==> src/rtl/wb_pkg.sv <==
// Shared definitions for the execute/memory/write-back sequencer.
// Instruction classes, FSM states and MemtoReg polarity.
package wb_pkg;

    localparam logic [1:0] ICLASS_RTYPE = 2'b00;
    localparam logic [1:0] ICLASS_LOAD  = 2'b01;
    localparam logic [1:0] ICLASS_STORE = 2'b10;
    localparam logic [1:0] ICLASS_NOP   = 2'b11;

    localparam logic MEMTOREG_DM  = 1'b0;
    localparam logic MEMTOREG_ALU = 1'b1;

    typedef enum logic [2:0] {
        ST_IDLE = 3'd0,
        ST_EXEC = 3'd1,
        ST_MEM  = 3'd2,
        ST_WB   = 3'd3,
        ST_ERR  = 3'd4
    } state_t;

    function automatic logic is_mem(input logic [1:0] c);
        return (c == ICLASS_LOAD) || (c == ICLASS_STORE);
    endfunction

    function automatic logic writes_reg(input logic [1:0] c);
        return (c == ICLASS_RTYPE) || (c == ICLASS_LOAD);
    endfunction

endpackage

==> src/rtl/wb_retire_counter.sv <==
// Free-running count of retired instructions (done pulses).
// Only instantiated when WBSEQ_PERF_EN is defined.
module wb_retire_counter (
    input  logic        clk,
    input  logic        reset,
    input  logic        inc,
    output logic [31:0] count
);

    // Count one per retire; wraps naturally at 2^32.
    always_ff @(posedge clk) begin
        if (reset)
            count <= '0;
        else if (inc)
            count <= count + 32'd1;
    end

endmodule

==> src/rtl/wb_sequencer.sv <==
// EXEC/MEM/WB control sequencer with data-memory wait timeout.
// Optional macro WBSEQ_PERF_EN adds the 32-bit 'retired' counter port.
module wb_sequencer #(
    parameter int DM_TIMEOUT = 15
) (
    input  logic       clk,
    input  logic       reset,
    input  logic       start,
    output logic       ready,
    input  logic [1:0] iclass,
    input  logic       dm_ready,
    output logic       mem_read,
    output logic       mem_write,
    output logic       memtoreg_sel,
    output logic       reg_write,
    output logic       done,
    output logic       err
`ifdef WBSEQ_PERF_EN
    ,
    output logic [31:0] retired
`endif
);
    import wb_pkg::*;

    localparam int WCW = $clog2(DM_TIMEOUT + 1);

    state_t         state;
    state_t         state_nxt;
    logic [1:0]     cls;
    logic [WCW-1:0] wait_cnt;
    logic [WCW-1:0] wait_inc;

    assign wait_inc = wait_cnt + WCW'(1);

    // State, latched class and MEM wait counter.
    always_ff @(posedge clk) begin
        if (reset) begin
            state    <= ST_IDLE;
            cls      <= ICLASS_NOP;
            wait_cnt <= '0;
        end else begin
            state <= state_nxt;
            if (state == ST_IDLE && start)
                cls <= iclass;
            if (state == ST_EXEC)
                wait_cnt <= '0;
            else if (state == ST_MEM && !dm_ready)
                wait_cnt <= wait_inc;
        end
    end

    // Next-state decode; dm_ready wins over timeout on the last cycle.
    always_comb begin
        state_nxt = state;
        case (state)
            ST_IDLE: if (start) state_nxt = ST_EXEC;
            ST_EXEC: state_nxt = is_mem(cls) ? ST_MEM : ST_WB;
            ST_MEM: begin
                if (dm_ready)
                    state_nxt = ST_WB;
                else if (wait_inc == WCW'(DM_TIMEOUT))
                    state_nxt = ST_ERR;
            end
            ST_WB:   state_nxt = ST_IDLE;
            ST_ERR:  state_nxt = ST_ERR;
            default: state_nxt = ST_IDLE;
        endcase
    end

    // Outputs decoded from state and latched class only.
    always_comb begin
        ready        = 1'b0;
        mem_read     = 1'b0;
        mem_write    = 1'b0;
        memtoreg_sel = MEMTOREG_ALU;
        reg_write    = 1'b0;
        done         = 1'b0;
        err          = 1'b0;
        case (state)
            ST_IDLE: ready = 1'b1;
            ST_EXEC: begin
                if (cls == ICLASS_LOAD)
                    memtoreg_sel = MEMTOREG_DM;
            end
            ST_MEM: begin
                mem_read  = (cls == ICLASS_LOAD);
                mem_write = (cls == ICLASS_STORE);
                if (cls == ICLASS_LOAD)
                    memtoreg_sel = MEMTOREG_DM;
            end
            ST_WB: begin
                done      = 1'b1;
                reg_write = writes_reg(cls);
                if (cls == ICLASS_LOAD)
                    memtoreg_sel = MEMTOREG_DM;
            end
            ST_ERR:  err = 1'b1;
            default: ready = 1'b0;
        endcase
    end

`ifdef WBSEQ_PERF_EN
    wb_retire_counter u_retire (
        .clk   (clk),
        .reset (reset),
        .inc   (done),
        .count (retired)
    );
`endif

endmodule

==> config.mk <==
export PLATFORM = sky130hd
export DESIGN_NAME = wb_sequencer
export DESIGN_NICKNAME = d
export VERILOG_FILES = /design/src/rtl/wb_pkg.sv /design/src/rtl/wb_retire_counter.sv /design/src/rtl/wb_sequencer.sv
export SDC_FILE = /design/constraint.sdc
export NUM_CORES = 1
export LEC_CHECK = 0
export CAP_MARGIN = 5
export CORE_AREA = 4 4 41 43
export CTS_CLUSTER_SIZE = 8
export DETAILED_ROUTE_END_ITERATION = 16
export DIE_AREA = 0 0 45 47
export PLACE_DENSITY = 0.7
export SYNTH_ARGS = -nofsm -noshare
export SYNTH_HDL_FRONTEND = slang
export SYNTH_SLANG_ARGS = --single-unit
export TNS_END_PERCENT = 1
==> constraint.sdc <==
create_clock -name clk -period 4.8 [get_ports clk]
set_input_delay 0.72 -clock clk [delete_from_list [all_inputs] [get_ports clk]]
set_output_delay 0.72 -clock clk [all_outputs]
set_load 0.02 [all_outputs]
==> results.md <==
- Die height: 47 um
- Status: finished, final reports clean
- Die area: 2115 um^2
- Number of flops mapped to enable cells by yosys: 0
- Pin count of the biggest net entering global routing: 13
- FF-to-FF Start: wait_cnt[1]$_SDFFE_PP0P_
- DRT Pass-1 Iters: 4
- Number of routed nets with antenna violations: 0
- Area growth, synth to finish: 23.78%
- Post-DP HPWL: 870.3 um
- Top-count cell post-synth: dfxtp_1
- Final nets: 95
- Setup TNS Final: 0 ns
- FP Rows: 13
- Starting Density: 0.4731
- Relative slew slack: 0.5572
- GPL Wtd Cong: 0.7974
- Hold Path Class: flip-flop to flip-flop
- Detailed Route WL: 1145 um
- Cells on worst reg2reg path: 4
- Worst VDD drop: 182.2 uV
- Worst Setup End Kind: output pin
- CP Class: flip-flop to output pin
- Fin crit period: 2.552 ns
- Ys Warns: 0
- #FFs+latches synth: 9
- Yosys cell types: 33
- Crit-path max FO: 12
- Total clock sinks: 9
- R2R setup slack: 3.08 ns
- Residual DRC: 0
- Initial antenna violation count: 0
- Worst Path Required: 4.08 ns
- Grt ovf: 0
- PwrDens: 261.2 nW/um^2
- Clk Latency, worst-skew pair: 0.26 ns
- Post-CTS setup buffers: 0
- Initial DRC count: 5
- CP arrival: 1.83 ns
- CTS Hold Buffers Added: 0
- Predominant post-synthesis flop cell: dfxtp_1
- Max incr delay on CP: 0.59 ns
- Crit-path slowest cell: clkdlybuf4s50_1
- Worst Hold Depth: 2
- Max Slew Vio Count: 0
- FMAX: 0.3918 GHz
- Clock Tree Root: clkbuf_4
- Clock transition at the registers of the reported paths: 0.06 ns
- RSZ-0062 raised after global routing: false
- First-pass GRT wire length: 2056 um
- Post-cts sizing count: 0
- Worst-margin pin slew: 0.6549 ns
- Number of global-route vias before repair: 496
- CTS tree: yes
- Max Cap Viol: 0
- Die W: 45 um
- Core area: 1301 um^2
- Syn Inst Count: 70
- Inst Count DP: 94
- Final setup violation count: 0
- Min-delay src: wait_cnt[0]$_SDFFE_PP0P_
- Clock Path Buffers: 2
- GRT Total Usage: 0.1371
- Worst Skew: 0.004528 ns
- H-Tree Depth: 1
- Wire length per cell: 11.68 um
- Critical path cell sequence: and2b_2 > nor2b_1 > and2_1 > clkdlybuf4s50_1
- Final core utilization: 0.5856
- Final critical-path share of the clock period: 0.5318
- I/O Pins: 13
- Post-synth net total: 81
- Seq/Total Area, Yosys: 0.2927
- Final non-filler cell total: 98
- Total CTS buffers: 3
- Top cell type by total area after synthesis: dfxtp_1
- Antenna diode count: 0
- Hold Fails Final Rpt: 0
- DR vias/cell: 5.500
- Reg2reg end: state[1]$_SDFFE_PP0P_
- Synth top cells by count: dfxtp_1, ha_1, inv_1, nor2_1
- FFs w/ async S/R, synth: 0
- Top cells by area, synth: dfxtp_1, ha_1, nor4b_1
- IO buf count: 12
- Worst Hold Path EP: wait_cnt[0]$_SDFFE_PP0P_
- Syn Area/Cell: 8.794 um^2
- Mapped cell area: 615.6 um^2
- P_leak: 0.2847 nW
- Critical path startpoint category: flip-flop
- Share of layout cells above drive strength 1: 0.1205
- Via count: 539
- Post-synth top area share: 0.2927
- Tot Pwr: 199.0 uW
final cells by class:
type | instances | area (um^2)
clock buffer | 4 | 26.28
multi-input combinational | 53 | 397.9
timing repair buffer | 12 | 120.1
tap | 15 | 18.77
inverter | 5 | 18.77
sequential | 9 | 180.2
fill | 125 | 539.3
critical path: cells and delay by family, from the launching register on:
family                 cells  cell delay, ns
flip-flops                 1            0.52
buffers and inverters      1            0.59
AND/OR/NAND/NOR            3            0.46
placed cells by master (no fill, tap or decap), types with 2 or more instances in the layout:
master / Yosys / final
clkdlybuf4s50_1: 0 / 12
dfxtp_1: 9 / 9
inv_1: 5 / 5
nor2_1: 5 / 5
ha_1: 5 / 5
and2_1: 3 / 3
nor4b_1: 3 / 3
nand2_1: 3 / 3
a21oi_1: 3 / 3
o21ai_0: 3 / 3
clkbuf_4: 0 / 3
nor3_1: 2 / 2
and2b_2: 2 / 2
o21a_1: 2 / 2
nor2b_1: 2 / 2
a211o_1: 2 / 2
or3_1: 2 / 2
flip-flops by register name (all words and copies together), names as in the netlist:
register and flops:
cls 2, wait_cnt 4, state 3
cells by family after synthesis:
group           Yosys count  synth area share
fa+ha+maj                 5            0.1016
mux                       1           0.01626
simple gates             30            0.3313
compound gates           17            0.1972
flops                     9            0.2927
buf+inv                   8           0.06098
report_power, final:
part / leakage, nW / switching [mW] / total [mW] / internal, mW
Clock: 0.0150 / 0.0263 / 0.0583 / 0.0320
Sequential: 0.0735 / 0.00986 / 0.0905 / 0.0807
Combinational: 0.196 / 0.0228 / 0.0502 / 0.0274
Total: 0.285 / 0.0590 / 0.199 / 0.140
stage by stage:
step,area (um^2),worst slack (ns),hold slack [ns]
after floorplan,615.6,2.831,0.4733
after global placement,735.7,2.500,0.4992
after detailed placement,735.7,2.474,0.5069
after CTS,762.0,2.219,0.5161
after global routing,762.0,2.085,0.5418
final,762.0,2.248,0.5145
metal layers:
metal	vias to the layer above	global-route usage	share of wire
li1	282	-	-
met1	243	0.1812	0.48
met2	12	0.1893	0.45
met3	2	0.03448	0.054
met4	0	0.1053	0.013
met5	-	0	0
how the worst max path moves through the flow:
stage	startpoint	to	slack (ns)
3_3_place_gp	dm_ready	state[2]$_SDFFE_PP0P_	2.50
4_1_cts	state[1]$_SDFFE_PP0P_	mem_read	2.22
3_5_place_dp	dm_ready	state[2]$_SDFFE_PP0P_	2.47
5_1_grt	state[1]$_SDFFE_PP0P_	mem_write	2.09
2_1_floorplan	state[1]$_SDFFE_PP0P_	reg_write	2.83
6_report	state[1]$_SDFFE_PP0P_	mem_read	2.25
No activity file was read; power rests on OpenSTA's default activity.
